## config.mk

```make
export PLATFORM = sky130hd
export DESIGN_NAME = cache_mem_arbiter_flat
export DESIGN_NICKNAME = d
export VERILOG_FILES = /design/src/rtl/cache_mem_arbiter_if.sv /design/src/rtl/cache_mem_arbiter.sv /design/src/flat_wrapper.sv
export SDC_FILE = /design/constraint.sdc
export NUM_CORES = 1
export LEC_CHECK = 0
export CORE_AREA = 10 10 230 232
export DETAILED_ROUTE_END_ITERATION = 7
export DIE_AREA = 0 0 240 242
export PLACE_DENSITY = 0.47
export SLEW_MARGIN = 20
export SYNTH_ARGS = -nofsm -noshare
export SYNTH_HDL_FRONTEND = slang
export SYNTH_SLANG_ARGS = --single-unit
```

## constraint.sdc

```tcl
create_clock -name clk -period 4.3 [get_ports clk]
set_input_delay 1.075 -clock clk [delete_from_list [all_inputs] [get_ports clk]]
set_output_delay 1.075 -clock clk [all_outputs]
set_load 0.005 [all_outputs]
```

## src/rtl/cache_mem_arbiter_if.sv

```systemverilog
// Bus bundle between the two caches, the arbiter and main memory.
// Handshake rule for every req channel: a transfer happens on a rising edge
// where valid and ready are both 1; ready may depend on valid in the same cycle.
// resp_valid pulses carry one beat of refill data and have no back-pressure.
interface cache_mem_arbiter_if #(
  parameter int ADDR_W = 28,
  parameter int LINE_W = 128
);
  logic              ic_req_valid;
  logic [ADDR_W-1:0] ic_req_addr;
  logic              ic_req_ready;
  logic              ic_resp_valid;
  logic              dc_req_valid;
  logic              dc_req_rw;
  logic [ADDR_W-1:0] dc_req_addr;
  logic [LINE_W-1:0] dc_req_data;
  logic              dc_req_ready;
  logic              dc_resp_valid;
  logic [LINE_W-1:0] resp_data;
  logic              mem_req_valid;
  logic              mem_req_ready;
  logic              mem_req_rw;
  logic [ADDR_W-1:0] mem_req_addr;
  logic [LINE_W-1:0] mem_req_data;
  logic              mem_resp_valid;
  logic [LINE_W-1:0] mem_resp_data;

  // Arbiter side of the bundle.
  modport slave (
    input  ic_req_valid, ic_req_addr, dc_req_valid, dc_req_rw, dc_req_addr,
           dc_req_data, mem_req_ready, mem_resp_valid, mem_resp_data,
    output ic_req_ready, ic_resp_valid, dc_req_ready, dc_resp_valid, resp_data,
           mem_req_valid, mem_req_rw, mem_req_addr, mem_req_data
  );

  // Cache/memory side of the bundle.
  modport master (
    output ic_req_valid, ic_req_addr, dc_req_valid, dc_req_rw, dc_req_addr,
           dc_req_data, mem_req_ready, mem_resp_valid, mem_resp_data,
    input  ic_req_ready, ic_resp_valid, dc_req_ready, dc_resp_valid, resp_data,
           mem_req_valid, mem_req_rw, mem_req_addr, mem_req_data
  );
endinterface

```

## src/rtl/cache_mem_arbiter.sv

```systemverilog
// Shares one main-memory port between the icache and dcache.
// One transaction at a time: grant in IDLE, issue the latched request, and
// for reads wait for the single response beat which is routed to the owner.
// Ties are broken round-robin; one idle cycle follows every completion.
module cache_mem_arbiter #(
  parameter int ADDR_W = 28,
  parameter int LINE_W = 128
) (
  input  logic       clk,
  input  logic       reset,
  cache_mem_arbiter_if.slave bus,
  output logic       busy,
  output logic [1:0] dbg_state
);

  typedef enum logic [1:0] {
    IDLE      = 2'd0,
    ISSUE     = 2'd1,
    WAIT_RESP = 2'd2
  } state_t;

  state_t            state;
  logic              last_dc;   // owner of the current/last grant: 1=dcache, 0=icache
  logic              hold;      // blocks granting in the first IDLE cycle after a completion
  logic              lat_rw;
  logic [ADDR_W-1:0] lat_addr;
  logic [LINE_W-1:0] lat_data;
  logic              mem_valid_q;
  logic              busy_q;
  logic              grant_dc;
  logic              grant_ic;

  // Round-robin selection: dcache wins a tie unless it was granted last.
  always_comb begin
    grant_dc = 1'b0;
    grant_ic = 1'b0;
    if (state == IDLE && !hold) begin
      grant_dc = bus.dc_req_valid && (!bus.ic_req_valid || !last_dc);
      grant_ic = bus.ic_req_valid && !grant_dc;
    end
  end

  // Control FSM with the latched request and registered status outputs.
  always_ff @(posedge clk) begin
    if (reset) begin
      state       <= IDLE;
      last_dc     <= 1'b0;
      hold        <= 1'b0;
      lat_rw      <= 1'b0;
      lat_addr    <= '0;
      lat_data    <= '0;
      mem_valid_q <= 1'b0;
      busy_q      <= 1'b0;
    end else begin
      case (state)
        IDLE: begin
          hold <= 1'b0;
          if (grant_dc || grant_ic) begin
            last_dc     <= grant_dc;
            lat_rw      <= grant_dc & bus.dc_req_rw;
            lat_addr    <= grant_dc ? bus.dc_req_addr : bus.ic_req_addr;
            lat_data    <= grant_dc ? bus.dc_req_data : '0;
            mem_valid_q <= 1'b1;
            busy_q      <= 1'b1;
            state       <= ISSUE;
          end
        end
        ISSUE: begin
          if (bus.mem_req_ready) begin
            mem_valid_q <= 1'b0;
            if (lat_rw) begin
              busy_q <= 1'b0;
              hold   <= 1'b1;
              state  <= IDLE;
            end else begin
              state <= WAIT_RESP;
            end
          end
        end
        WAIT_RESP: begin
          if (bus.mem_resp_valid) begin
            busy_q <= 1'b0;
            hold   <= 1'b1;
            state  <= IDLE;
          end
        end
        default: begin
          mem_valid_q <= 1'b0;
          busy_q      <= 1'b0;
          state       <= IDLE;
        end
      endcase
    end
  end

  // Ready pulses only in the grant cycle; responses route straight to the owner.
  always_comb begin
    bus.ic_req_ready  = grant_ic;
    bus.dc_req_ready  = grant_dc;
    bus.ic_resp_valid = (state == WAIT_RESP) && !last_dc && bus.mem_resp_valid;
    bus.dc_resp_valid = (state == WAIT_RESP) &&  last_dc && bus.mem_resp_valid;
    bus.resp_data     = bus.mem_resp_data;
    bus.mem_req_valid = mem_valid_q;
    bus.mem_req_rw    = lat_rw;
    bus.mem_req_addr  = lat_addr;
    bus.mem_req_data  = lat_data;
    busy              = busy_q;
    dbg_state         = state;
  end

endmodule

```

## src/flat_wrapper.sv

```systemverilog
// flat-port wrapper written by rule: the top's interface ports become plain ports
module cache_mem_arbiter_flat 
#(
  parameter int ADDR_W = 28,
  parameter int LINE_W = 128
)
  (clk, reset, busy, dbg_state, bus_ic_req_valid, bus_ic_req_addr, bus_dc_req_valid, bus_dc_req_rw, bus_dc_req_addr, bus_dc_req_data, bus_mem_req_ready, bus_mem_resp_valid, bus_mem_resp_data, bus_ic_req_ready, bus_ic_resp_valid, bus_dc_req_ready, bus_dc_resp_valid, bus_resp_data, bus_mem_req_valid, bus_mem_req_rw, bus_mem_req_addr, bus_mem_req_data);
  cache_mem_arbiter_if #(.ADDR_W(ADDR_W), .LINE_W(LINE_W)) bus_i ();
  input  logic clk;
  input  logic reset;
  output logic busy;
  output logic [1:0] dbg_state;
  input wire logic [$bits(bus_i.ic_req_valid)-1:0] bus_ic_req_valid;
  input wire logic [$bits(bus_i.ic_req_addr)-1:0] bus_ic_req_addr;
  input wire logic [$bits(bus_i.dc_req_valid)-1:0] bus_dc_req_valid;
  input wire logic [$bits(bus_i.dc_req_rw)-1:0] bus_dc_req_rw;
  input wire logic [$bits(bus_i.dc_req_addr)-1:0] bus_dc_req_addr;
  input wire logic [$bits(bus_i.dc_req_data)-1:0] bus_dc_req_data;
  input wire logic [$bits(bus_i.mem_req_ready)-1:0] bus_mem_req_ready;
  input wire logic [$bits(bus_i.mem_resp_valid)-1:0] bus_mem_resp_valid;
  input wire logic [$bits(bus_i.mem_resp_data)-1:0] bus_mem_resp_data;
  output wire logic [$bits(bus_i.ic_req_ready)-1:0] bus_ic_req_ready;
  output wire logic [$bits(bus_i.ic_resp_valid)-1:0] bus_ic_resp_valid;
  output wire logic [$bits(bus_i.dc_req_ready)-1:0] bus_dc_req_ready;
  output wire logic [$bits(bus_i.dc_resp_valid)-1:0] bus_dc_resp_valid;
  output wire logic [$bits(bus_i.resp_data)-1:0] bus_resp_data;
  output wire logic [$bits(bus_i.mem_req_valid)-1:0] bus_mem_req_valid;
  output wire logic [$bits(bus_i.mem_req_rw)-1:0] bus_mem_req_rw;
  output wire logic [$bits(bus_i.mem_req_addr)-1:0] bus_mem_req_addr;
  output wire logic [$bits(bus_i.mem_req_data)-1:0] bus_mem_req_data;
  assign bus_i.ic_req_valid = bus_ic_req_valid;
  assign bus_i.ic_req_addr = bus_ic_req_addr;
  assign bus_i.dc_req_valid = bus_dc_req_valid;
  assign bus_i.dc_req_rw = bus_dc_req_rw;
  assign bus_i.dc_req_addr = bus_dc_req_addr;
  assign bus_i.dc_req_data = bus_dc_req_data;
  assign bus_i.mem_req_ready = bus_mem_req_ready;
  assign bus_i.mem_resp_valid = bus_mem_resp_valid;
  assign bus_i.mem_resp_data = bus_mem_resp_data;
  assign bus_ic_req_ready = bus_i.ic_req_ready;
  assign bus_ic_resp_valid = bus_i.ic_resp_valid;
  assign bus_dc_req_ready = bus_i.dc_req_ready;
  assign bus_dc_resp_valid = bus_i.dc_resp_valid;
  assign bus_resp_data = bus_i.resp_data;
  assign bus_mem_req_valid = bus_i.mem_req_valid;
  assign bus_mem_req_rw = bus_i.mem_req_rw;
  assign bus_mem_req_addr = bus_i.mem_req_addr;
  assign bus_mem_req_data = bus_i.mem_req_data;
  cache_mem_arbiter #(.ADDR_W(ADDR_W), .LINE_W(LINE_W)) u_core (.clk(clk), .reset(reset), .bus(bus_i), .busy(busy), .dbg_state(dbg_state));
endmodule
```

==> impl_summary.log, run 1 <==
[metrics] total routing resource utilization after global routing: 10.95%
[metrics] Tightest Hold Check Type: flip-flop to flip-flop
[metrics] clock buffer count from CTS: 17
[metrics] FP Rows: 81
[metrics] Total Wirelength: 32870 um
[metrics] aggregate global routing overflow: 0
[metrics] drt drc: 0
[metrics] clk root buf: clkbuf_16
[metrics] primary flip-flop cell chosen by synthesis mapping: dfxtp_1
[metrics] kind of critical path: primary input to primary output
[metrics] final weighted congestion in routability-driven placement: 0.7340
[metrics] number of placed cells counting well taps: 1697
[metrics] data arrival time of the critical path: 2.73 ns
[metrics] critical path's largest stage delay: 0.60 ns
[metrics] number of enable flip-flop cells after synthesis: 0
[metrics] largest net degree at the start of global routing: 73
[metrics] setup TNS: 0 ns
[metrics] cell with the most instances on the worst path: clkdlybuf4s50_1
[metrics] pwr/cell area: 568.8 nW/um2
[metrics] via density per instance: 4.317
[metrics] synth-to-layout area growth: 49.80%
[metrics] H-tree levels: 4
[metrics] Detail Route Antenna Nets: 0
[metrics] area enclosed by the die boundary: 58080 um2
[metrics] number of storage elements in the synthesis netlist: 163
[metrics] worst-case clock buffer depth: 2
[metrics] # nets final: 1418
[metrics] average wire per standard cell: 19.00 um
[metrics] total number of vias: 7469
[metrics] post-route non-filler standard cell count: 1730
[metrics] Synth async-reset ratio: 0%
[metrics] critical path fanouts, max: 6
[metrics] Setup violations, final: 0
[metrics] worst setup slack before clock tree synthesis: 0.4737 ns
[metrics] TritonCTS clock tree: done
[metrics] endpoint kind of the worst setup timing path: primary output
[metrics] static leakage power: 3.706 nW
[metrics] Initial Util: 15.48%
[metrics] Sink Count: 163
[metrics] starting DRC count in detailed routing: 336
[metrics] final worst-path setup slack: 0.4978 ns
[metrics] Worst setup SP type: primary input
[metrics] Mean Syn Cell Area: 8.082 um2
[metrics] synthesis warning total: 0
[metrics] Reg-to-Reg End: u_core.bus.mem_req_addr[7]
[metrics] data required time at the worst endpoint: 3.22 ns
[metrics] Worst R2R Start: u_core.dbg_state[0]
[metrics] clock transition at the registers of the reported paths: 0.07 ns
[metrics] Tightest Pin Transition: 0.9103 ns
[metrics] synthesized area: 7500 um2
[metrics] worst hold path endpoint: u_core.bus.mem_req_valid
[metrics] reg2reg path depth: 6
[metrics] post-route fraction of the period consumed by the critical path: 88.42%
[metrics] Cells on Worst Hold Path: 2
[metrics] final instance area: 11230 um2
[metrics] worst-case vdd ir drop: 0.3254 mV
[metrics] cell types occupying the most area after synthesis: dfxtp_1 (44%), buf_4 (13%), nand3_1 (10%)
[metrics] top-level I/O count: 612
[metrics] insertion delay of the later-clocked pin in the worst-skew pair: 0.49 ns
[metrics] Worst R2R Setup Slack: 1.61 ns
[metrics] setup repair after global routing missed its margin: no
[metrics] Port Buffers: 355
[metrics] register area share after synthesis: 43.51%
[metrics] die height: 242 um
[metrics] initial antenna violation count: 2
[metrics] highest achievable clock rate: 0.2630 GHz
[metrics] CP max stage cell: clkdlybuf4s50_1
[metrics] hold path startpoint: u_core.bus.mem_req_valid
[metrics] post-synthesis net count: 1252
[metrics] fraction of layout cells with a size suffix above 1: 4.878%
[metrics] CP Cell Sequence: clkdlybuf4s50_1 -> a21boi_4 -> nand2_1 -> inv_1 -> clkdlybuf4s50_1
[metrics] number of fill cells in the layout: 5318
[metrics] number of distinct standard cells referenced by the synthesized netlist: 30
[metrics] count of final max-slew check failures: 0
[metrics] wire length of the first global-routing pass: 48290 um
[metrics] max cap viols: 0
[metrics] Relative slew margins: 39.32%
[metrics] final critical path time including I/O delays and setup: 3.802 ns
[metrics] hold-fix buffers at CTS: 0
[metrics] Final HPWL DP: 22810 um
[metrics] first-pass iteration count of the detailed router: 4
[metrics] placed cell area: 10660 um2
[metrics] core outline area: 48440 um2
[metrics] area fraction of the dominant cell type after synthesis: 43.51%
[metrics] post-CTS setup buffer count: 0
[metrics] synthesized instance count: 928
[metrics] width of the chip: 240 um
[metrics] largest area contributor in the netlist: dfxtp_1
[metrics] Layout Skew: 0.02462 ns
[metrics] number of gates given a new drive strength after cts: 0
[metrics] final hold viol count: 0
[metrics] via count of the first global-routing pass: 7373
[metrics] overall power: 6.390 mW
[metrics] result of the run: finished, final reports clean
==> layer usage <==
metal / global-route usage (%) / up-vias / wire [um]
met1: 11.93 / 3602 / 12750
met4: 6.198 / 4 / 1138
met3: 5.369 / 80 / 3489
li1: - / 3467 / -
met2: 17.00 / 316 / 15440
met5: 0.5190 / - / 49
==> stage by stage <==
| step | hold WS [ns] | utilization, % |
|---|---|---|
| final | 0.4676 | 23.19 |
| after global routing | 0.4902 | 23.19 |
| after CTS | 0.4708 | 23.19 |
| after detailed placement | 0.4599 | 21.99 |
| after global placement | 0.4534 | 21.99 |
| after floorplan | 0.4611 | - |
==> registers in the layout (all words and copies together), names as in the netlist <==
| register | count |
|---|---|
| u_core.bus.mem_req_addr | 28 |
| u_core.bus.mem_req_data | 128 |
| u_core.bus.mem_req_rw | 1 |
| u_core.bus.mem_req_valid | 1 |
| u_core.busy | 1 |
| u_core.dbg_state | 2 |
| u_core.hold | 1 |
| u_core.last_dc | 1 |
==> where the power goes <==
part           leakage, nW  switching, mW  internal [mW]  total (mW)
logic                 2.09           1.58           1.19        2.77
clock network        0.278          0.719          0.835        1.55
registers             1.34          0.193           1.87        2.07
total                 3.71           2.49           3.90        6.39
==> layout make-up <==
class	count	area, um2	share of cell area (%)
tap	622	778.2	6.927
multi-input combinational	539	2905	25.86
sequential	163	3263	29.05
timing repair buffer	369	3694	32.88
clock buffer	20	456.7	4.065
clock inverter	12	120.1	1.069
antenna	1	2.502	0.02227
inverter	4	15.01	0.1336
==> how the worst max path moves through the flow <==
stage	startpoint	endpoint	slack [ns]
global placement	bus_ic_req_valid	bus_dc_req_ready	0.48
floorplan	bus_ic_req_valid	bus_dc_req_ready	1.37
detailed placement	bus_ic_req_valid	bus_dc_req_ready	0.47
finish	bus_ic_req_valid	bus_dc_req_ready	0.50
global route	bus_ic_req_valid	bus_dc_req_ready	0.42
CTS	bus_ic_req_valid	bus_dc_req_ready	0.46
==> cell usage after synthesis (all sizes together), types with 3 or more instances <==
| cell type | instances |
|---|---|
| a211oi | 3 |
| a21oi | 130 |
| a311oi | 28 |
| buf | 151 |
| clkbuf | 71 |
| dfxtp | 163 |
| ha | 5 |
| inv | 4 |
| mux2i | 4 |
| nand2 | 32 |
| nand2b | 7 |
| nand3 | 157 |
| nor2 | 3 |
| nor2b | 3 |
| nor3 | 29 |
| o21ai | 129 |
==> cells by family after synthesis <==
family | share of synthesized area (%)
adder cells (fa/ha/maj) | 0.8342
flip-flops | 43.51
multiplexers | 0.5339
AND/OR/NAND/NOR | 15.58
buffers and inverters | 18.17
AO/OA/AOI/OAI | 21.37
==> placed cells by master, fill, tap and decap left out, types with 5 or more instances in the layout <==
cell	netlist	layout
a21oi_1	130	130
a311oi_1	28	28
buf_4	128	12
clkbuf_16	0	17
clkdlybuf4s50_1	0	354
dfxtp_1	163	163
ha_1	5	5
nand2_1	32	32
nand2b_1	6	6
nand3_1	157	157
nor3_1	29	29
o21ai_0	129	129
==> worst max-delay path: cells and delay by family <==
kind / cells / cell delay, ns
and+or+nand+nor: 1 / 0.11
buffers and inverters: 3 / 1.23
AOI/OAI and AO/OA: 1 / 0.31
Power figures use the tool's default switching activity.
==> run 2: changes to the inputs <==
--- a/config.mk
+++ b/config.mk
@@ -5,10 +5,13 @@
 export SDC_FILE = /design/constraint.sdc
 export NUM_CORES = 1
 export LEC_CHECK = 0
-export CORE_AREA = 10 10 230 232
+export CAP_MARGIN = 10
+export CELL_PAD_IN_SITES_DETAIL_PLACEMENT = 1
+export CELL_PAD_IN_SITES_GLOBAL_PLACEMENT = 1
+export CORE_AREA = 10 10 227 229
 export DETAILED_ROUTE_END_ITERATION = 7
-export DIE_AREA = 0 0 240 242
-export PLACE_DENSITY = 0.47
+export DIE_AREA = 0 0 237 239
+export PLACE_DENSITY = 0.66
 export SLEW_MARGIN = 20
 export SYNTH_ARGS = -nofsm -noshare
 export SYNTH_HDL_FRONTEND = slang
==> run 2 against run 1 <==
  * Sequential cell count is the same
  * Count of clock-buffer cells in the layout did not move
  * Fmax up 2.2%
  * Largest cell class unchanged
  * Largest power group unchanged
==> impl_summary.log, run 2 (synthesis gave the netlist of run 1 again) <==
[metrics] initial antenna violation count: 3
[metrics] Largest register FFs: 128
[metrics] core outline area: 47150 um2
[metrics] top-level I/O count: 612
[metrics] number of gates given a new drive strength after cts: 0
[metrics] die height: 239 um
[metrics] TritonCTS clock tree: done
[metrics] worst-case clock buffer depth: 2
[metrics] worst-case vdd ir drop: 0.6241 mV
[metrics] worst setup slack before clock tree synthesis: 0.5713 ns
[metrics] max cap viols: 0
[metrics] worst hold slack across all endpoints: 0.4756 ns
[metrics] via density per instance: 4.309
[metrics] total routing resource utilization after global routing: 11.27%
[metrics] Internal: 3.956 mW
[metrics] area enclosed by the die boundary: 56640 um2
[metrics] switching power: 2.459 mW
[metrics] via count of the first global-routing pass: 7878
[metrics] largest net degree at the start of global routing: 158
[metrics] H-tree levels: 4
[metrics] endpoint kind of the worst setup timing path: primary output
[metrics] Worst setup SP type: primary input
[metrics] synth-to-layout area growth: 49.75%
[metrics] post-route fraction of the period consumed by the critical path: 86.51%
[metrics] Inserted Diodes: 0
[metrics] insertion delay of the later-clocked pin in the worst-skew pair: 0.48 ns
[metrics] pwr/cell area: 571.2 nW/um2
[metrics] final worst-path setup slack: 0.5802 ns
[metrics] width of the chip: 237 um
[metrics] data required time at the worst endpoint: 3.22 ns
[metrics] Final HPWL DP: 22580 um
[metrics] Total Wirelength: 32540 um
[metrics] data arrival time of the critical path: 2.64 ns
[metrics] Setup violations, final: 0
[metrics] count of final max-slew check failures: 0
[metrics] starting DRC count in detailed routing: 247
[metrics] flip-flop and latch area: 3263 um2
[metrics] placed cell area: 10650 um2
[metrics] fraction of layout cells with a size suffix above 1: 4.620%
[metrics] critical path fanouts, max: 4
[metrics] combinational share of power: 43.1%
[metrics] Tightest Pin Transition: 1.047 ns
[metrics] final instance area: 11230 um2
[metrics] static leakage power: 3.699 nW
[metrics] setup repair after global routing missed its margin: no
[metrics] # nets final: 1416
[metrics] average wire per standard cell: 18.93 um
[metrics] final critical path time including I/O delays and setup: 3.720 ns
[metrics] final weighted congestion in routability-driven placement: 0.7245
[metrics] Switching Fraction: 38.33%
[metrics] highest achievable clock rate: 0.2688 GHz
[metrics] total number of vias: 7407
[metrics] drt drc: 0
[metrics] wire length of the first global-routing pass: 49630 um
[metrics] final hold viol count: 0
[metrics] aggregate global routing overflow: 0
[metrics] commonest non-fill, non-tap cell in the layout: clkdlybuf4s50_1
[metrics] Port Buffers: 355
[metrics] setup TNS: 0 ns
[metrics] first-pass iteration count of the detailed router: 4
[metrics] portion of total power attributed to sequential cells: 32.3%
[metrics] post-CTS setup buffer count: 0
[metrics] Initial Util: 15.91%
[metrics] post-layout util: 23.82%
[metrics] Layout Skew: 0.02187 ns
[metrics] Relative slew margins: 30.19%
[metrics] result of the run: finished, final reports clean
[metrics] part of the power in the clock network: 24.7%
[metrics] kind of critical path: primary input to primary output
[metrics] Detail Route Antenna Nets: 0
[metrics] FP Rows: 80
[metrics] number of fill cells in the layout: 5543
[metrics] commonest cells after routing, fill and taps aside: clkdlybuf4s50_1 (354), dfxtp_1 (163), nand3_1 (157)
[metrics] footprint of the multi-input gates: 2905 um2
[metrics] Tightest Hold Check Type: flip-flop to flip-flop
[metrics] clk root buf: clkbuf_16
[metrics] hold-fix buffers at CTS: 0
[metrics] Sink Count: 163
[metrics] clock transition at the registers of the reported paths: 0.06 ns
[metrics] clock buffer count from CTS: 17
==> run 2: cell types whose count changed in the layout (fill, tap and decap cells not counted), sizes merged <==
cell / change
buf: -2
bufinv: +1
clkinv: -3
clkinvlp: +2
diode: -1
inv: -1
==> run 2: per-stage QoR <==
stage	total power, mW	std cells
floorplan	3.540	928
global placement	4.869	1688
detailed placement	4.936	1688
CTS	6.574	1719
global route	6.874	1719
finish	6.415	1719
==> run 2: worst max-delay path, cell delays in order <==
cell and delay (ns):
clkdlybuf4s50_1 0.57, a21boi_4 0.26, nand2_1 0.11, inv_1 0.09
clkdlybuf4s50_1 0.53
==> run 2: final cells by class <==
type | count | share of cell area (%)
Timing Repair Buffer | 367 | 32.90
Clock buffer | 20 | 4.066
Inverter | 4 | 0.1337
Tap cell | 615 | 6.852
Multi-Input combinational cell | 539 | 25.87
Sequential cell | 163 | 29.06
Clock inverter | 11 | 1.125
==> run 2: worst paths after layout <==
kind                                     from                     endpoint  slack, ns  cells after the start
setup / recovery             bus_dc_req_valid             bus_dc_req_ready       0.58                      5
hold reg to reg   u_core.bus.mem_req_data[94]  u_core.bus.mem_req_data[94]       0.48                      2
setup reg to reg          u_core.dbg_state[0]   u_core.bus.mem_req_addr[2]       1.88                      6
hold / removal    u_core.bus.mem_req_data[94]  u_core.bus.mem_req_data[94]       0.48                      2
==> run 2: routing by layer <==
metal	vias up	GRT usage (%)	wire length, um
met5	-	0.4440	47
met4	6	4.536	765
met3	78	6.504	3456
met2	305	17.59	15390
met1	3556	12.33	12880
li1	3462	-	-
==> run 2: power by group through the flow <==
stage / sequential (mW) / clock, mW / combinational [mW]
2_1_floorplan: 2.10 / 0 / 1.44
3_3_place_gp: 2.08 / 0 / 2.78
3_5_place_dp: 2.11 / 0 / 2.83
4_1_cts: 2.08 / 1.66 / 2.84
5_1_grt: 2.12 / 1.71 / 3.05
6_report: 2.07 / 1.58 / 2.76
==> run 3: changes to the inputs <==
--- a/config.mk
+++ b/config.mk
@@ -12,6 +12,7 @@
 export DETAILED_ROUTE_END_ITERATION = 7
 export DIE_AREA = 0 0 237 239
 export PLACE_DENSITY = 0.66
+export RECOVER_POWER = 25
 export SLEW_MARGIN = 20
 export SYNTH_ARGS = -nofsm -noshare
 export SYNTH_HDL_FRONTEND = slang
==> run 3 against run 2 <==
  * The run now ends with capacitance limit, slew limit left
  * Sequential power barely moved
  * Hold slack is the same
  * Sequential share of layout area about the same
  * Via count is the same
  * Register-to-register slack got worse by 0.41 ns
  * Die area stayed put
  * Non-clock buffer count is the same
  * Cell area about the same
  * Power about the same
  * Worst setup slack better by 0.0039 ns
  * Critical path type unchanged
==> impl_summary.log, run 3 (synthesis gave the netlist of run 1 again) <==
[metrics] Total Wirelength: 32540 um
[metrics] setup repair after global routing missed its margin: no
[metrics] FP Rows: 80
[metrics] via count of the first global-routing pass: 7878
[metrics] max cap viols: 1
[metrics] number of gates given a new drive strength after cts: 0
[metrics] H-tree levels: 4
[metrics] clock buffer count from CTS: 17
[metrics] overall power: 6.412 mW
[metrics] highest achievable clock rate: 0.2691 GHz
[metrics] static leakage power: 3.696 nW
[metrics] Setup violations, final: 0
[metrics] result of the run: finished, violations left
[metrics] area enclosed by the die boundary: 56640 um2
[metrics] Inserted Diodes: 0
[metrics] reg2reg path depth: 6
[metrics] post-route fraction of the period consumed by the critical path: 86.42%
[metrics] post-layout util: 23.81%
[metrics] Worst setup SP type: primary input
[metrics] fraction of layout cells with a size suffix above 1: 4.529%
[metrics] number of placed cells counting well taps: 1688
[metrics] average wire per standard cell: 18.93 um
[metrics] total number of vias: 7407
[metrics] Tightest Pin Transition: 1.587 ns
[metrics] drt drc: 0
[metrics] Port Buffers: 355
[metrics] critical path fanouts, max: 4
[metrics] insertion delay of the later-clocked pin in the worst-skew pair: 0.48 ns
[metrics] hold-fix buffers at CTS: 0
[metrics] final critical path time including I/O delays and setup: 3.716 ns
[metrics] Reg-to-Reg End: u_core.bus.mem_req_addr[2]
[metrics] Initial Util: 15.91%
[metrics] Worst R2R Start: u_core.dbg_state[0]
[metrics] Sink Count: 163
[metrics] initial antenna violation count: 3
[metrics] commonest cells after routing, fill and taps aside: clkdlybuf4s50_1 (353), dfxtp_1 (163), nand3_1 (157)
[metrics] post-CTS setup buffer count: 0
[metrics] commonest non-fill, non-tap cell in the layout: clkdlybuf4s50_1
[metrics] data arrival time of the critical path: 2.64 ns
[metrics] Relative slew margins: -5.809%
[metrics] Layout Skew: 0.02188 ns
[metrics] Largest register FFs: 128
[metrics] violations in the final reports: capacitance limit, slew limit
[metrics] core outline area: 47150 um2
[metrics] Worst R2R Setup Slack: 1.47 ns
[metrics] via density per instance: 4.309
[metrics] total routing resource utilization after global routing: 11.27%
[metrics] count of final max-slew check failures: 30
[metrics] pwr/cell area: 571.1 nW/um2
[metrics] post-route non-filler standard cell count: 1719
[metrics] final hold viol count: 0
[metrics] worst-case clock buffer depth: 2
[metrics] # nets final: 1416
[metrics] startpoint of the most critical setup path: bus_dc_req_valid
[metrics] Tightest Hold Check Type: flip-flop to flip-flop
[metrics] data required time at the worst endpoint: 3.22 ns
[metrics] first-pass iteration count of the detailed router: 4
[metrics] kind of critical path: primary input to primary output
[metrics] endpoint of the most critical setup path: bus_dc_req_ready
[metrics] worst-case vdd ir drop: 0.6240 mV
[metrics] starting DRC count in detailed routing: 247
[metrics] hold path startpoint: u_core.bus.mem_req_data[94]
[metrics] wire length of the first global-routing pass: 49630 um
[metrics] setup TNS: 0 ns
[metrics] synth-to-layout area growth: 49.70%
[metrics] Final HPWL DP: 22580 um
[metrics] TritonCTS clock tree: done
[metrics] clock transition at the registers of the reported paths: 0.06 ns
[metrics] die height: 239 um
[metrics] endpoint kind of the worst setup timing path: primary output
[metrics] clk root buf: clkbuf_16
[metrics] final weighted congestion in routability-driven placement: 0.7245
[metrics] Detail Route Antenna Nets: 0
[metrics] largest net degree at the start of global routing: 158
[metrics] top-level I/O count: 612
[metrics] width of the chip: 237 um
[metrics] aggregate global routing overflow: 0
## run 3: power by group
part           internal (mW)  switching, mW
logic                   1.20           1.56
registers               1.87          0.197
clock network          0.884          0.698
## run 3: cell type report
type	instances	area [um2]
fill	5542	35920
timing repair buffer	367	3691
sequential	163	3263
multi-input combinational	539	2905
tap	615	769.5
clock buffer	20	456.7
clock inverter	11	126.4
inverter	4	15.01
## run 3: through the flow
step / cell area (um2) / worst slack (ns) / hold slack [ns]
after detailed placement: 10650 / 0.5713 / 0.4682
final: 11230 / 0.5840 / 0.4756
after global placement: 10650 / 0.5961 / 0.4599
after CTS: 11230 / 0.5643 / 0.4784
after floorplan: 7500 / 1.366 / 0.4611
after global routing: 11230 / 0.5125 / 0.4997
## run 3: worst min-delay path by stage
stage	to	slack (ns)	depth (start not counted)
CTS	u_core.bus.mem_req_data[94]	0.48	2
finish	u_core.bus.mem_req_data[94]	0.48	2
global route	u_core.bus.mem_req_data[98]	0.50	2
floorplan	u_core.bus.mem_req_valid	0.46	2
detailed placement	u_core.bus.mem_req_valid	0.47	2
global placement	u_core.bus.mem_req_data[15]	0.46	2
## run 3: worst max-delay path, stage by stage
cell	delay, ns
clkdlybuf4s50_1	0.57
a21boi_4	0.26
nand2_1	0.11
inv_1	0.09
clkdlybuf4s50_1	0.53
## run 3: routing by layer
metal	routed length, um	vias to the layer above	GRT usage [%]
li1	-	3462	-
met4	765	6	4.536
met3	3456	78	6.504
met1	12880	3556	12.33
met2	15390	305	17.59
met5	47	-	0.4440
==> patch 1 (config.mk and constraints of run 2) <==
Make the reset (`reset`) asynchronous in one clocked block.
--- a/src/rtl/cache_mem_arbiter.sv
+++ b/src/rtl/cache_mem_arbiter.sv
@@ -41,7 +41,7 @@
   end
 
   // Control FSM with the latched request and registered status outputs.
-  always_ff @(posedge clk) begin
+  always_ff @(posedge clk or posedge reset) begin
     if (reset) begin
       state       <= IDLE;
       last_dc     <= 1'b0;
Function: differs if reset is asserted again (counterexample within 4 cycles, from zero or initial values and one cycle with reset high); with reset held inactive, the same outputs for 4 cycles.
==> patch 1 against run 2 <==
- register-to-register slack better by 0.11 ns
- routed wire length down 16%
- sequential cell count unchanged
- via count down 28%
- total power up 7.8%
- worst hold slack better by 0.013 ns
- setup slack better by 0.050 ns
- utilization down 0.75 points
- synthesized area down 5.9%
- sequential power up 20%
- cell area down 3.1%
- largest cell class is now registers
- largest power group unchanged
- highest routed layer is now met4
==> patch 1: results (changes against run 2) <==
[status]
status=finished, final reports clean  ; unchanged

[cts]
cts_made_buffers=17  ; unchanged
post_cts_resized=0  ; unchanged
postCtsSetupRepairBufs=0  ; unchanged
cts_root_buffer=clkbuf_16  ; unchanged
clk_path_buf_depth=2  ; unchanged
clk_latency_ns=0.47
h-tree-depth=4  ; unchanged
clkTransAtPathRegs_ns=0.07

[logic_synthesis]
ys_async_sr_fraction_pct=100  ; was 0%
synth_warnings=0  ; unchanged
syn_area_per_cell_sq_um=12.9  ; was 8.08 sq um
synthFlopType=dfrtp_1  ; was dfxtp_1
ys_types=28  ; was 30
syn_nets=871  ; was 1252
synth.top_cells.by_count=dfrtp_1 (163), a22o_1 (129), buf_4 (128)  ; was dfxtp_1 (163), nand3_1 (157), a21oi_1 (130)
synth.area.top_cells=dfrtp_1 (58%), a22o_1 (16%), buf_4 (14%), a222oi_1 (3.8%), buf_6 (2.2%)  ; was dfxtp_1 (44%), buf_4 (13%), nand3_1 (10%), a21oi_1 (8.7%), o21ai_0 (8.6%)
yosysSeqAreaShare_pct=57.8  ; was 43.5%

[route]
vias_per_cell=3.81  ; was 4.31
first_pass_iters=8  ; was 4
drt_iter0_drc=357  ; was 247
post_drt_wl_per_cell_um=19.7  ; was 18.9 um
drt-total-wl_mm=27.4  ; was 32.5 mm

[global_routing]
grt_use_met3_pct=4.88  ; was 6.50%
grt_pass1_wl_mm=40.4  ; was 49.6 mm
antenna_found_initial=0  ; was 3
grt_pass1_vias=5939  ; was 7878
grt_max_degree=160  ; was 158
grt_use_met1_pct=9.88  ; was 12.3%
met2_usage_pct=14.9  ; was 17.6%
track_usage_pct=9.57  ; was 11.3%

[worst_setup_path]
arrival_ns=2.60  ; was 2.64 ns
worstPathMaxFanout=3  ; was 4
slowest_stage=clkdlybuf4s50_1  ; unchanged
cp_slowest_stage_delay_ns=0.56
worst_path_dominant_cell_family=buffers and inverters  ; unchanged

[sta]
tightest_slew_ns=0.770  ; was 1.05 ns
finClkSkew_ns=0.00831  ; was 0.0219 ns

[run]
maxCapViolCount=0  ; unchanged

[place]
dp_hpwl_mm=20.5  ; was 22.6 mm
postPlaceCellArea_sq_um=10300  ; was 10600 sq um
placedCellCount=1361  ; was 1688
port_buffers=355  ; unchanged
gp_congestion=0.713  ; was 0.725

[power_and_ir_drop]
peakVddDrop_mv=0.259  ; was 0.624 mV
p_sw_uw=2190  ; was 2460 uW
power.leakage_uw=0.00469  ; was 0.00370 uW

[final_layout]
drive_gt1_share_pct=6.04  ; was 4.62%
fillers=5296  ; was 5543
diodes=0  ; unchanged
nets=1088  ; was 1416
largest_reg_flops=128  ; unchanged

[worst_hold_path]
hold_path_class=flip-flop to flip-flop  ; unchanged

[patch 1: area by class of cell]
class                           count  area (sq um)  area share [%]
Clock buffer                       21           480            4.42
Tap cell                          615           769            7.07
Sequential cell                   163          4080            37.5
Multi-Input combinational cell    189          1650            15.2
Inverter                           31           120            1.10
Timing Repair Buffer              363          3680            33.8
Clock inverter                     11           103           0.943
[patch 1: per-layer routing]
layer  routed length, um  part of all wire [%]  vias up
met2               13400                    49      260
met3                2790                    10       81
met5                   0                     0        -
met4                1350                   4.9        0
met1                9900                    36     2668
li1                    -                     -     2296
[patch 1: worst paths after layout]
path	endpoint	slack, ns	depth (start not counted)	startpoint
min in group asynchronous	u_core.bus.mem_req_data[10]	1.05	2	reset
min	u_core.busy	0.49	1	u_core.busy
max	bus_ic_req_ready	0.63	4	bus_ic_req_valid
max in group asynchronous	u_core.bus.mem_req_data[109]	2.45	3	reset
max reg2reg	u_core.bus.mem_req_data[63]	1.99	6	u_core.dbg_state[1]
min reg2reg	u_core.busy	0.49	1	u_core.busy
[patch 1: cells by family after synthesis]
group / after synthesis / synth area share (%)
buffers and inverters: 196 / 19.0
AO/OA/AOI/OAI: 167 / 21.0
AND/OR/NAND/NOR: 16 / 1.21
adder cells (fa/ha/maj): 4 / 0.709
multiplexers: 2 / 0.301
flip-flops: 163 / 57.8
[patch 1: worst register-to-register path, stage by stage (launching register included)]
cell and delay, ns:
dfrtp_1 0.42, inv_1 0.12, ha_1 0.32, nor2b_4 0.23
and3_4 0.23, buf_12 0.53, a22o_1 0.40
[patch 1: metrics by stage]
step                      util (%)  setup slack [ns]
final                         23.1             0.630
after global placement        21.8             0.626
after CTS                     23.1             0.603
after detailed placement      21.8             0.611
after floorplan                  -              1.15
after global routing          23.1             0.541
[patch 1: power groups by stage]
stage / logic, uW / clock network [uW] / registers (uW)
finish: 2900 / 1530 / 2490
global route: 3170 / 1670 / 2560
CTS: 2990 / 1620 / 2490
detailed placement: 2970 / 0 / 2500
global placement: 2920 / 0 / 2480
floorplan: 1290 / 0 / 2490
==> patch 2 (flow settings as in run 2) <==
Made on the original files. `ADDR_W` is set to 28 in 3 places; all go to 14.
--- a/src/rtl/cache_mem_arbiter_if.sv
+++ b/src/rtl/cache_mem_arbiter_if.sv
@@ -3,7 +3,7 @@
 // where valid and ready are both 1; ready may depend on valid in the same cycle.
 // resp_valid pulses carry one beat of refill data and have no back-pressure.
 interface cache_mem_arbiter_if #(
-  parameter int ADDR_W = 28,
+  parameter int ADDR_W = 14,
   parameter int LINE_W = 128
 );
   logic              ic_req_valid;
--- a/src/rtl/cache_mem_arbiter.sv
+++ b/src/rtl/cache_mem_arbiter.sv
@@ -3,7 +3,7 @@
 // for reads wait for the single response beat which is routed to the owner.
 // Ties are broken round-robin; one idle cycle follows every completion.
 module cache_mem_arbiter #(
-  parameter int ADDR_W = 28,
+  parameter int ADDR_W = 14,
   parameter int LINE_W = 128
 ) (
   input  logic       clk,
--- a/src/flat_wrapper.sv
+++ b/src/flat_wrapper.sv
@@ -1,7 +1,7 @@
 // flat-port wrapper written by rule: the top's interface ports become plain ports
 module cache_mem_arbiter_flat 
 #(
-  parameter int ADDR_W = 28,
+  parameter int ADDR_W = 14,
   parameter int LINE_W = 128
 )
   (clk, reset, busy, dbg_state, bus_ic_req_valid, bus_ic_req_addr, bus_dc_req_valid, bus_dc_req_rw, bus_dc_req_addr, bus_dc_req_data, bus_mem_req_ready, bus_mem_resp_valid, bus_mem_resp_data, bus_ic_req_ready, bus_ic_resp_valid, bus_dc_req_ready, bus_dc_resp_valid, bus_resp_data, bus_mem_req_valid, bus_mem_req_rw, bus_mem_req_addr, bus_mem_req_data);
Ports: changed (resized bus_dc_req_addr, bus_ic_req_addr and bus_mem_req_addr); port bits go from 612 to 570. The function was not compared with the original's and may differ.
==> patch 2 against run 2 <==
- sequential cell count fell by 14
- total power fell by 8.7%
- routed wire length fell by 7.7%
- via count fell by 10%
- combinational power fell by 11%
- die area did not move
- synthesized area fell by 8.7%
- utilization fell by 2.1 points
- cell area fell by 9.0%
- worst hold slack got worse by 0.0031 ns
- setup slack improved by 0.014 ns
- largest cell class unchanged
- count of clock-buffer cells in the layout rose by 1
- non-clock buffer count fell by 43
==> patch 2: results (changes against run 2) <==
[status]
status=finished, final reports clean  ; unchanged

[route]
drt-total-wl_mm=30.0  ; was 32.5 mm
drt_iter0_drc=260  ; was 247
first_pass_iters=4  ; unchanged
vias=6666  ; was 7407

[worst_setup_path]
rrSetupSlack_ns=1.75  ; was 1.88 ns
reg2regPathDepth=7  ; was 6
arrival_ns=2.63  ; was 2.64 ns
worstPathMaxFanout=8  ; was 4
r2r_start=u_core.dbg_state[0]  ; unchanged
reg2reg_to=u_core.bus.mem_req_data[117]  ; was u_core.bus.mem_req_addr[2]
slowest_stage=clkdlybuf4s50_1  ; unchanged
worstSetupEndpoint=bus_ic_req_ready  ; was bus_dc_req_ready
worst_path_dominant_cell_family=buffers and inverters  ; unchanged
cp-startpoint=bus_ic_req_valid  ; was bus_dc_req_valid
cp_slowest_stage_delay_ns=0.71  ; was 0.57 ns

[global_routing]
grt_max_degree=144  ; was 158
track_usage_pct=10.3  ; was 11.3%
antenna_found_initial=1  ; was 3
grt_pass1_wl_mm=44.6  ; was 49.6 mm
grt_pass1_vias=7097  ; was 7878

[logic_synthesis]
synth_warnings=0  ; unchanged
ys_async_sr_fraction_pct=0  ; unchanged
synth.area.top_cells=dfxtp_1 (44%), buf_4 (14%), nand3_1 (10%), a21oi_1 (9.5%), o21ai_0 (9.4%)  ; was dfxtp_1 (44%), buf_4 (13%), nand3_1 (10%), a21oi_1 (8.7%), o21ai_0 (8.6%)
yosysSeqAreaShare_pct=43.6  ; was 43.5%
synth.top_cells.by_count=dfxtp_1 (149), nand3_1 (143), a21oi_1 (130)  ; was dfxtp_1 (163), nand3_1 (157), a21oi_1 (130)
ys_types=28  ; was 30
syn_nets=1142  ; was 1252

[cts]
clk_latency_ns=0.48  ; about the same
cts_root_buffer=clkbuf_16  ; unchanged
cts_made_buffers=17  ; unchanged
clkTransAtPathRegs_ns=0.06  ; about the same
h-tree-depth=4  ; unchanged
postCtsSetupRepairBufs=0  ; unchanged

[floorplan]
fp-row-count=80  ; unchanged

[final_layout]
nets=1275  ; was 1416
fillers=5569  ; was 5543
largest_reg_flops=128  ; unchanged
drive_gt1_share_pct=5.14  ; was 4.62%

[sta]
report.final.slew_viol_count=0  ; unchanged
finClkSkew_ns=0.0189  ; was 0.0219 ns
relSlewSlack_pct=44.4  ; was 30.2%

[place]
dp_hpwl_mm=20.6  ; was 22.6 mm
gp_congestion=0.733  ; was 0.725
port_buffers=313  ; was 355

[power_and_ir_drop]
power.leakage_uw=0.00337  ; was 0.00370 uW
peakVddDrop_mv=0.568  ; was 0.624 mV

-- patch 2: power breakdown --
group          internal [uW]  leakage [uW]  switching [uW]
clock network            899      0.000294             647
logic                   1060       0.00186            1390
registers               1690       0.00122             165
total                   3650       0.00337            2200
-- patch 2: cell type report --
class	instances	area, sq um	area share (%)
Multi-Input combinational cell	483	2590	25.3
Sequential cell	149	2980	29.2
Clock buffer	21	470	4.60
Antenna cell	1	2.50	0.0245
Timing Repair Buffer	324	3270	32.0
Clock inverter	11	123	1.20
Tap cell	615	769	7.53
Inverter	4	15.0	0.147
-- patch 2: through the flow --
stage	cells	util [%]	hold slack, ns	cell area, sq um	worst slack [ns]
after floorplan	846	-	0.461	6850	1.35
after global placement	1574	20.4	0.455	9600	0.648
after detailed placement	1574	20.4	0.468	9600	0.586
after CTS	1606	21.6	0.479	10200	0.588
after global routing	1608	21.7	0.494	10200	0.502
final	1608	21.7	0.473	10200	0.595
-- patch 2: routing by layer --
layer	routed length, um	GRT usage, %	vias up	part of all wire, %
met5	0	0.355	-	0
met4	1190	5.96	0	4.0
met3	3400	6.00	75	11
met2	13900	15.9	306	46
met1	11600	10.7	3181	39
li1	-	-	3104	-
-- patch 2: cell families after synthesis --
family,after synthesis,share of synthesized area [%]
DFF,149,43.6
AOI/OAI and AO/OA,280,21.7
buffers and inverters,214,19.1
and+or+nand+nor,194,14.2
muxes,4,0.585
adders and majority gates,5,0.914
-- patch 2: worst min-delay path by stage --
stage                                         endpoint  depth (start not counted)  slack (ns)                          from
after CTS                 u_core.bus.mem_req_data[127]                          2        0.48  u_core.bus.mem_req_data[127]
final                         u_core.bus.mem_req_valid                          2        0.47      u_core.bus.mem_req_valid
after global placement        u_core.bus.mem_req_valid                          2        0.46      u_core.bus.mem_req_valid
after detailed placement      u_core.bus.mem_req_valid                          2        0.47      u_core.bus.mem_req_valid
after global routing      u_core.bus.mem_req_data[103]                          2        0.49  u_core.bus.mem_req_data[103]
after floorplan               u_core.bus.mem_req_valid                          2        0.46      u_core.bus.mem_req_valid
-- patch 2: tightest hold or removal path: stages (launching register included) --
cell and delay, ns:
dfxtp_1 0.31, inv_1 0.06, a211oi_2 0.05
